### src/rtl/seq_mul_unit_pkg.sv
// Shared definitions for the sequential multiplier and its companion divider:
// default operand width, control-state encoding and iteration-counter type.
package seq_mul_unit_pkg;

  localparam int WL = 16;

  typedef enum logic {
    IDLE = 1'b0,
    RUN  = 1'b1
  } state_e;

  typedef logic [$clog2(WL)-1:0] iter_t;

endpackage

### src/rtl/seq_mul_unit_sign_mag_cond.sv
// Conditional two's-complement negate: y = neg ? -a : a. Serves as abs() on
// operands (neg = sign bit) and as the final product sign fix-up.
module seq_mul_unit_sign_mag_cond #(
  parameter int W = 16
) (
  input  logic         neg_i,
  input  logic [W-1:0] a_i,
  output logic [W-1:0] y_o
);

  // The most negative value maps onto itself, which read as unsigned is its magnitude.
  assign y_o = neg_i ? (~a_i + W'(1)) : a_i;

endmodule

### src/rtl/seq_mul_unit.sv
// Iterative shift-add multiplier, wl x wl -> 2*wl, signed or unsigned.
// Fixed latency of wl steps; start/busy/done handshake shared with the divider.
module seq_mul_unit
  import seq_mul_unit_pkg::*;
#(
  parameter int wl = WL
) (
  input  logic            clk,
  input  logic            rst,
  input  logic            start,
  input  logic            Unsigned,
  input  logic [wl-1:0]   Operand1,
  input  logic [wl-1:0]   Operand2,
  output logic            busy,
  output logic            done,
  output logic [2*wl-1:0] Product
);

  localparam int            IW   = $clog2(wl);
  localparam logic [IW-1:0] LAST = IW'(wl - 1);

  state_e            state_q, state_d;
  logic [IW-1:0]     iter_q, iter_d;
  logic [wl-1:0]     mcand_q, mcand_d;
  logic [wl-1:0]     mplier_q, mplier_d;
  logic [wl-1:0]     acc_hi_q, acc_hi_d;
  logic              sign_q, sign_d;
  logic              done_q, done_d;
  logic [2*wl-1:0]   product_q, product_d;

  logic [wl-1:0]     mag1, mag2;
  logic [wl:0]       sum;
  logic [wl-1:0]     acc_hi_nx, mplier_nx;
  logic [2*wl-1:0]   prod_final;

  seq_mul_unit_sign_mag_cond #(.W(wl)) u_abs1 (
    .neg_i (~Unsigned & Operand1[wl-1]),
    .a_i   (Operand1),
    .y_o   (mag1)
  );

  seq_mul_unit_sign_mag_cond #(.W(wl)) u_abs2 (
    .neg_i (~Unsigned & Operand2[wl-1]),
    .a_i   (Operand2),
    .y_o   (mag2)
  );

  seq_mul_unit_sign_mag_cond #(.W(2*wl)) u_fix (
    .neg_i (sign_q),
    .a_i   ({acc_hi_nx, mplier_nx}),
    .y_o   (prod_final)
  );

  // One shift-add step: the carry out of the add becomes the new top bit.
  always_comb begin
    sum       = {1'b0, acc_hi_q} + (mplier_q[0] ? {1'b0, mcand_q} : '0);
    acc_hi_nx = sum[wl:1];
    mplier_nx = {sum[0], mplier_q[wl-1:1]};
  end

  // NOTE: every signal gets a default first so no path through this block can infer a latch.
  always_comb begin
    state_d   = state_q;
    iter_d    = iter_q;
    mcand_d   = mcand_q;
    mplier_d  = mplier_q;
    acc_hi_d  = acc_hi_q;
    sign_d    = sign_q;
    done_d    = 1'b0;
    product_d = product_q;

    unique case (state_q)
      IDLE: begin
        if (start) begin
          state_d  = RUN;
          iter_d   = '0;
          mcand_d  = mag1;
          mplier_d = mag2;
          acc_hi_d = '0;
          sign_d   = ~Unsigned & (Operand1[wl-1] ^ Operand2[wl-1]);
        end
      end
      RUN: begin
        acc_hi_d = acc_hi_nx;
        mplier_d = mplier_nx;
        iter_d   = iter_q + IW'(1);
        if (iter_q == LAST) begin
          state_d   = IDLE;
          done_d    = 1'b1;
          product_d = prod_final;
        end
      end
      default: state_d = IDLE;
    endcase
  end

  // NOTE: registers use non-blocking assignments so every flop samples pre-edge values.
  always_ff @(posedge clk) begin
    if (rst) begin
      state_q   <= IDLE;
      iter_q    <= '0;
      mcand_q   <= '0;
      mplier_q  <= '0;
      acc_hi_q  <= '0;
      sign_q    <= 1'b0;
      done_q    <= 1'b0;
      product_q <= '0;
    end else begin
      state_q   <= state_d;
      iter_q    <= iter_d;
      mcand_q   <= mcand_d;
      mplier_q  <= mplier_d;
      acc_hi_q  <= acc_hi_d;
      sign_q    <= sign_d;
      done_q    <= done_d;
      product_q <= product_d;
    end
  end

  assign busy    = (state_q == RUN);
  assign done    = done_q;
  assign Product = product_q;

endmodule

### config.mk
export PLATFORM = sky130hd
export DESIGN_NAME = seq_mul_unit
export DESIGN_NICKNAME = d
export VERILOG_FILES = /design/src/rtl/seq_mul_unit_pkg.sv /design/src/rtl/seq_mul_unit_sign_mag_cond.sv /design/src/rtl/seq_mul_unit.sv
export SDC_FILE = /design/constraint.sdc
export NUM_CORES = 1
export LEC_CHECK = 0
export CORE_MARGIN = 1.5
export CORE_UTILIZATION = 50
export CTS_CLUSTER_SIZE = 8
export DETAILED_ROUTE_END_ITERATION = 10
export DONT_BUFFER_PORTS = 1
export GPL_ROUTABILITY_DRIVEN = 0
export HOLD_SLACK_MARGIN = 0.08
export PLACE_DENSITY = 0.62
export SLEW_MARGIN = 20
export SYNTH_ARGS = -nofsm -noshare
export SYNTH_HDL_FRONTEND = slang
export SYNTH_SLANG_ARGS = --single-unit
### constraint.sdc
create_clock -name clk -period 6.4 [get_ports clk]
set_input_delay 0.32 -clock clk [delete_from_list [all_inputs] [get_ports clk]]
set_output_delay 0.32 -clock clk [all_outputs]
set_load 0.005 [all_outputs]
==> results of run 1 <==
worst max path at each step:
stage,end,startpoint,slack (ns)
final,Product[29],mplier_q[0],2.60
after CTS,Product[29],mplier_q[0],2.59
after global routing,Product[29],mplier_q[0],2.32
after detailed placement,Product[29],mplier_q[0],2.62
after floorplan,Product[29],mplier_q[0],2.84
after global placement,Product[29],mplier_q[0],2.69
worst max-delay path, delay by kind of cell, from the launching register on:
family,cells,cell delay [ns]
and+or+nand+nor,3,1.38
AOI/OAI and AO/OA,4,1.02
adders and majority gates,2,0.63
xor gates and xnor gates,2,0.27
DFF,1,0.42
state kept, by name (all words and copies together) (netlist names):
| signal | cells |
|---|---|
| done | 1 |
| sign_q | 1 |
| acc_hi_q | 16 |
| Product | 32 |
| mplier_q | 16 |
| busy | 1 |
| mcand_q | 16 |
| iter_q | 4 |
metal layers:
metal	routed length (um)	track usage	part of all wire
met3	740	0.0498	0.059
met1	6570	0.335	0.52
met4	174	0.0838	0.014
met2	5030	0.320	0.40
met5	0	0	0
kinds of logic (layout without fill, tap and decap cells):
logic type | after synthesis | after routing | share of synthesized area
DFF | 87 | 87 | 0.321
and+or+nand+nor | 260 | 260 | 0.237
muxes | 7 | 7 | 0.0129
buffers and inverters | 60 | 32 | 0.0418
adders and majority gates | 21 | 21 | 0.0499
xor gates and xnor gates | 62 | 62 | 0.100
AOI/OAI and AO/OA | 197 | 197 | 0.237
per-stage QoR:
step	instances	total power, mW	util	instance area [um^2]
after CTS	802	1.12	0.542	5640
after global placement	785	0.742	0.521	5430
after floorplan	694	0.725	-	5420
after global routing	802	1.17	0.542	5640
after detailed placement	785	0.747	0.521	5430
final	802	1.11	0.542	5640
what timing repair did:
item,in CTS,in global routing
hold buffers,1,0
hold endpoints to repair,87,0
buffers inserted,0,0
area by class of cell:
class	count	area share
flip-flops and latches	87	0.309
well taps	136	0.0301
inverters	12	0.00798
clock inverters	4	0.00510
clock buffers	12	0.0275
multi-input cells	547	0.611
repair buffers	4	0.00887
cells in the mapped netlist, types with 6 or more instances:
cell type | count | area (um^2)
a211oi_1 | 49 | 368
a31oi_1 | 7 | 43.8
inv_1 | 12 | 45.0
and2_1 | 17 | 106
nor4_1 | 7 | 43.8
nor3b_1 | 19 | 143
dfxtp_1 | 87 | 1740
clkbuf_1 | 41 | 154
ha_1 | 20 | 250
nor3_1 | 13 | 65.1
nand3_1 | 7 | 35.0
buf_1 | 6 | 22.5
nand2_1 | 41 | 154
xnor2_1 | 22 | 193
xor2_1 | 40 | 350
mux2i_1 | 7 | 70.1
o31ai_1 | 12 | 90.1
o21ai_0 | 27 | 135
o41ai_1 | 6 | 52.6
nor2_1 | 113 | 424
a21oi_1 | 68 | 340
power by group through the flow:
stage,Sequential (mW),Clock (mW),Combinational (mW)
6_report,0.581,0.363,0.163
3_5_place_dp,0.594,0,0.153
4_1_cts,0.581,0.372,0.164
5_1_grt,0.585,0.399,0.185
3_3_place_gp,0.593,0,0.150
2_1_floorplan,0.584,0,0.142
==> impl_metrics.ini, run 1 <==
[place]
port_buffers = 0
pre_cts_ws_ns = 2.62
dp_hpwl_um = 9190

[cts]
numCtsBuffers = 9
clk_latency_ns = 0.36
cts_tree = done
htreeDepth = 3
clk_pin_slew_worst_paths_ns = 0.09
clockRootBuffer = clkbuf_8
cts.sink_count = 87
cts_resized = 0
cts.path.max_buffers = 2

[worst_hold_path]
min_path_type = primary input to register
worstHoldEndpoint = mcand_q[1]
holdPathStages = 2
min_from = Operand1[1]

[setup_path]
crit_path_frequent_cell = or4_1
rr_worst_depth = 11
path_cells = and2_1, ha_1, fa_1, a21o_1, a21oi_1, xnor2_1, or4_1, or4_1, o41ai_4, xor2_1, a211oi_1
start_kind = register
required_ns = 6.68
cp_slowest_stage_delay_ns = 0.63
path_class = register to register
rrSetupSlack_ns = 2.60
r2r_end = Product[29]
cpMaxStageDelayCell = or4_1
rr_startpoint = mplier_q[0]
crit_arrival_ns = 4.08
worstSetupEndpointType = register
critPathMaxFanout = 17

[power]
switching_share = 0.287
irDropWorstVdd_uv = 87.9
combPwrFrac = 0.147
powerDensity_nw_per_um2 = 196
leakage_nw = 2.01
p_int_uw = 789
p_clk_frac = 0.328
p_switching_uw = 318
pwr-share-seq = 0.525

[drt]
vias = 4738
initialDrtViolationCount = 273
wl_um = 12500
wire_per_inst_um = 15.6
postRouteAntennaNets = 0
routed_via_density = 5.91
drc = 0
first_pass_iters = 5

[layout]
fin_nets = 718
area_delta_synth_final_pct = 4.18
final_cell_mix = nor2_1 (113), dfxtp_1 (85), a21oi_1 (68), a211oi_1 (49), nand2_1 (41)
final_layout_size_suffix_gt1_frac = 0.0526
seq_area_um2 = 1740
diodes = 0
final_common_cell = nor2_1
fillers = 1038
multi_input_area_um2 = 3450

[synth]
ys_async_sr_fraction = 0
synth-warning-count = 0
netlist_instances = 694
synth_nets = 751
yosysUniqueCellTypes = 53
syn_area_per_cell_um2 = 7.81
ys_ff_latch = 87
netlist_area_um2 = 5420
synth_edf_count = 0
synthFlopType = dfxtp_1
seq_area_frac_synth = 0.321

[sta]
finalClockSkew_ns = 0.00648
min_period_ns = 3.80
fin_ws_ns = 2.60
rsz0062_at_grt = false
final_hold_viol_count = 0
holdWs_ns = 0.118
slew_viol_final = 0
setup_viol = 0
fin_setup_tns_ns = 0
slew_headroom = 0.493
post-route-period-util = 0.594
worst_pin_slew_ns = 0.760
max_freq_mhz = 263

[grt]
track_usage = 0.227
grt_overflow_total = 0
antenna_found_initial = 0
grt_pass1_vias = 4387
grt_pass1_wl_um = 21000
grt_max_degree = 88

[die]
start_util = 0.520
ios = 70
coreArea_um2 = 10400
fp-row-count = 37
fp.dieArea_um2 = 11500
die_h_um = 107
die-width_um = 107

[outcome]
status = complete, no violations

[flow_run]
maxCapViolCount = 0
(Power assumes the default switching activity.)
==> run 2: changes to the inputs <==
- ABC_AREA: not set -> 1
- clock period: 6.4 -> 3.58 ns (I/O delays scaled with it)
==> impl_metrics.ini, run 2 <==
[layout]
final_cell_mix = nand2_1 (283), inv_1 (114), dfxtp_1 (87), nand3_1 (70)
area_delta_synth_final_pct = 11.7
diodes = 0
largest_reg_flops = 32
final_layout_size_suffix_gt1_frac = 0.101
final_common_cell = nand2_1
fin_nets = 981

[synth]
synth_top_cells_by_area = dfxtp_1 (30%), nand2_1 (18%), inv_1 (7.4%), nand3_1 (6.0%), a21oi_1 (4.4%)
netlist_instances = 913
synth_common_cells = nand2_1 (283), inv_1 (114), dfxtp_1 (87), nand3_1 (70), nor2_1 (52)
ys_async_sr_fraction = 0
yosysUniqueCellTypes = 40
syn_area_per_cell_um2 = 6.36
synth_top_area_frac = 0.300
synth-warning-count = 0
yosys.area.top_type = dfxtp_1
synth_nets = 970
synthFlopType = dfxtp_1
netlist_area_um2 = 5810
ys_ff_latch = 87
synth_edf_count = 0
seq_area_frac_synth = 0.300
yosysMostFrequentCell = nand2_1

[sta]
finalClockSkew_ns = 0.00665
max_freq_mhz = 379
fin_setup_tns_ns = 0
worst_pin_slew_ns = 0.825
post-route-period-util = 0.737
setup_viol = 0
final_hold_viol_count = 0
min_period_ns = 2.64
slew_viol_final = 0
rsz0062_at_grt = false
slew_headroom = 0.448

[drt]
initialDrtViolationCount = 329
routed_via_density = 5.31
drc = 0
wire_per_inst_um = 14.5
wl_um = 15500
postRouteAntennaNets = 0
vias = 5689
first_pass_iters = 5

[cts]
cts_resized = 0
cts_tree = done
cts.sink_count = 87
cts.path.max_buffers = 2
numCtsBuffers = 9
post_cts_buffers = 0
clockRootBuffer = clkbuf_16
clk_pin_slew_worst_paths_ns = 0.07
htreeDepth = 3
clk_latency_ns = 0.35

[outcome]
status = complete, no violations

[setup_path]
critPathMaxFanout = 17
path_class = register to register
rr_startpoint = mplier_q[0]
cpMaxStageDelayCell = dfxtp_1
cp_slowest_stage_delay_ns = 0.47
crit_path_frequent_cell = nand2_1
required_ns = 3.82
path_cells = nand2_1, inv_1, ha_1, fa_1, xnor2_1, nand2_1, nor2_1, nand2_1, nor2_1, nand2_1, nor2_1, nand3_1, nand2_1, nand2_1, nand3_1, nand2_1
worstSetupEndpointType = register
crit_arrival_ns = 2.88
start_kind = register
worstSetupStartpoint = mplier_q[0]

[power]
leakage_nw = 3.07
irDropWorstVdd_uv = 324
power_mw = 2.43
powerDensity_nw_per_um2 = 374

[die]
coreArea_um2 = 11400
fp-row-count = 39
die_h_um = 111
ios = 70
start_util = 0.511
die-width_um = 111
fp.dieArea_um2 = 12300

[worst_hold_path]
min_path_type = primary input to register
min_from = Operand1[10]

[grt]
antenna_found_initial = 0
grt_max_degree = 39
track_usage = 0.262
grt_overflow_total = 0
grt_pass1_wl_um = 26400
grt_pass1_vias = 5419

[place]
port_buffers = 0
dp_hpwl_um = 11700

[flow_run]
maxCapViolCount = 0
==> run 2: cell types whose count changed in the layout (fill, tap and decap cells not counted), moves of 18 or more <==
cell and delta:
nand2_2 +20, a211oi_1 -48, dlygate4sd3_1 +23, o21ai_0 +24
inv_1 +102, xnor2_1 -18, nand3_1 +63, nand2_1 +242
nor3b_1 -18, xor2_1 -26, nor2_1 -63
==> run 2: kinds of logic (layout without fill, tap and decap cells) <==
family / Yosys count / in the layout / synth area share
DFF: 87 / 87 / 0.300
xor gates and xnor gates: 18 / 18 / 0.0271
buffers and inverters: 157 / 173 / 0.105
AOI/OAI and AO/OA: 143 / 143 / 0.140
adders and majority gates: 21 / 21 / 0.0465
and+or+nand+nor: 487 / 487 / 0.382
==> run 2: final cells by class <==
cell class / count / area, um^2
clock buffer: 9 / 225
clock inverter: 7 / 103
fill: 1147 / 4880
inverter: 126 / 473
multi-input combinational: 669 / 3460
sequential: 87 / 1740
tap: 143 / 179
timing repair buffer: 31 / 303
==> run 2: critical path: cells and delay by family, from the launching register on <==
| family | cells | cell delay, ns |
|---|---|---|
| fa+ha+maj | 2 | 0.67 |
| xor+xnor | 1 | 0.27 |
| buf+inv | 1 | 0.04 |
| simple gates | 12 | 1.10 |
| flops | 1 | 0.47 |
==> run 2: through the flow <==
step / setup WS (ns) / instances / utilization / hold WS, ns / cell area [um^2]
4_1_cts: 0.919 / 1072 / 0.571 / 0.0860 / 6490
3_5_place_dp: 0.930 / 1032 / 0.520 / 0.256 / 5910
2_1_floorplan: 1.06 / 913 / - / 0.298 / 5810
3_3_place_gp: 1.04 / 1032 / 0.520 / 0.254 / 5910
6_report: 0.942 / 1072 / 0.571 / 0.0900 / 6490
5_1_grt: 0.558 / 1072 / 0.571 / 0.116 / 6490
==> run 2: power by group <==
part	internal (mW)	switching, mW
clock	0.622	0.428
combinational	0.126	0.218
sequential	0.997	0.0352
==> run 2: path summary, 6_finish.rpt <==
kind | slack (ns) | to | cells past startpoint
max | 0.94 | Product[30] | 16
min | 0.09 | mcand_q[10] | 3
max reg2reg | 0.94 | Product[30] | 16
min reg2reg | 0.46 | mcand_q[9] | 2
==> run 2: what timing repair did <==
action                                  CTS  global route
hold buffers                             24             0
endpoints found under the setup margin    0             0
endpoints found under the hold margin    50             0
==> run 2: per-layer routing <==
| layer | part of all wire | vias up | GRT usage |
|---|---|---|---|
| li1 | - | 2952 | - |
| met2 | 0.46 | 133 | 0.427 |
| met3 | 0.046 | 15 | 0.0454 |
| met1 | 0.48 | 2589 | 0.356 |
| met4 | 0.014 | 0 | 0.0761 |
| met5 | 0 | - | 0 |
==> run 3: changes to the inputs <==
- PLACE_DENSITY: 0.62 -> 0.65
- clock period: 3.58 -> 2.2 ns (I/O delays scaled with it)
==> impl_metrics.ini, run 3 (same netlist as run 2, synthesis figures left out) <==
[die]
ios = 70
start_util = 0.511
die-width_um = 111
fp-row-count = 39
coreArea_um2 = 11400
die_h_um = 111
fp.dieArea_um2 = 12300

[grt]
grt_pass1_vias = 6092
grt_max_degree = 36
track_usage = 0.279
grt_overflow_total = 0
grt_pass1_wl_um = 28200
antenna_found_initial = 0

[cts]
numCtsBuffers = 9
cts_tree = done
cts.path.max_buffers = 2
htreeDepth = 3
clk_latency_ns = 0.35
clockRootBuffer = clkbuf_16
cts.sink_count = 87
clk_pin_slew_worst_paths_ns = 0.06

[drt]
first_pass_iters = 5
wl_um = 17600
wire_per_inst_um = 15.5
postRouteAntennaNets = 0
vias = 6330
drc = 0
initialDrtViolationCount = 412
routed_via_density = 5.56

[setup_path]
crit_arrival_ns = 2.55
crit_path_frequent_cell = nand2_2
path_cells = nand2_2, inv_2, ha_4, fa_2, buf_6, nand3_4, nand3b_1, nand2_2, nand2_2, nor2_2, nand2_4, o21ai_2, xor2_1, o21ai_1
worstSetupEndpointType = register
cpMaxStageDelayCell = fa_2
critPathMaxFanout = 5
required_ns = 2.43
path_class = register to register
cp_slowest_stage_delay_ns = 0.39
start_kind = register

[layout]
final_layout_size_suffix_gt1_frac = 0.278
stdcell_count = 1139
final_cell_mix = nand2_1 (228), inv_1 (102), dfxtp_1 (86), nand2_2 (59), nand3_1 (54)
area_delta_synth_final_pct = 32.5
final_common_cell = nand2_1
diodes = 0
largest_reg_flops = 32
fin_nets = 1049

[outcome]
status = finished, violations left
violations = negative setup slack

[sta]
fin_ws_ns = -0.119
post-route-period-util = 1.05
slew_viol_final = 0
rsz0062_at_grt = true
final_hold_viol_count = 0
setup_viol = 11
slew_headroom = 0.675
min_period_ns = 2.32
max_freq_mhz = 431
finalClockSkew_ns = 0.00538
worst_pin_slew_ns = 0.487

[power]
pwr-share-seq = 0.440
p_clk_frac = 0.373
switching_share = 0.290
irDropWorstVdd_uv = 591
p_switching_mw = 1.11
powerDensity_nw_per_um2 = 498
p_int_mw = 2.72
combPwrFrac = 0.187
leakage_nw = 3.50

[flow_run]
maxCapViolCount = 0

[place]
dp_hpwl_um = 12200
dp.cells = 1073
port_buffers = 0
pre_cts_ws_ns = -0.229

[worst_hold_path]
min_path_type = primary input to register
==> run 3: cell count changes in the layout (fill, tap and decap cells not counted), moves of 16 or more <==
cell     delta
buf_4      +45
nand2_4    +16
nor2_1     -16
nand3_1    -16
nand2_2    +39
nand2_1    -55
==> run 3: critical path, delay by kind of cell (launching register included) <==
kind / cells / cell delay [ns]
and+or+nand+nor: 7 / 0.66
DFF: 1 / 0.36
AOI/OAI and AO/OA: 2 / 0.20
adders and majority gates: 2 / 0.54
buffers and inverters: 2 / 0.19
xor gates and xnor gates: 1 / 0.23
==> run 3: power by group through the flow <==
stage,logic [mW],registers (mW),clock network [mW]
after floorplan,0.427,1.69,0
after global placement,0.543,1.72,0
after detailed placement,0.556,1.72,0
after CTS,0.650,1.68,1.44
after global routing,0.792,1.69,1.51
final,0.717,1.69,1.43
==> run 3: cell type report <==
class	instances	area, um^2
clock buffers	11	243
clock inverters	4	30.0
fillers	952	3670
inverters	126	473
multi-input cells	669	4140
flip-flops and latches	87	1750
well taps	143	179
repair buffers	99	887
==> run 3: layer usage <==
metal  GRT usage  vias up  routed length (um)
li1            -     3094                   -
met1       0.356     2962                7650
met5           0        -                   0
met3      0.0519       38                 962
met4      0.0957        0                 452
met2       0.472      236                8570
==> run 3: final timing paths <==
path | startpoint | endpoint | slack [ns] | cells past startpoint
min reg2reg | mcand_q[9] | mcand_q[9] | 0.47 | 2
max | mplier_q[0] | Product[24] | -0.12 | 14
min | Operand2[4] | mplier_q[4] | 0.1 | 4
max reg2reg | mplier_q[0] | Product[24] | -0.12 | 14
==> run 3: per-stage QoR <==
step | power (mW) | cell area [um^2] | utilization | hold slack [ns] | TNS (ns)
final | 3.83 | 7690 | 0.677 | 0.0971 | -0.779
after global routing | 4.00 | 7690 | 0.677 | 0.129 | -2.43
after CTS | 3.78 | 7170 | 0.630 | 0.0821 | -0.140
after detailed placement | 2.27 | 6250 | 0.550 | 0.185 | -1.65
after global placement | 2.26 | 6250 | 0.550 | 0.184 | -1.48
after floorplan | 2.12 | 5860 | - | 0.229 | -0.613
==> run 3: repair_timing <==
action | in CTS | in global routing
pin swaps | 19 | 61
endpoints found under the setup margin | 13 | 18
hold buffers | 38 | 0
resized for setup | 43 | 132
setup buffers | 5 | 9
hold endpoints to repair | 52 | 0
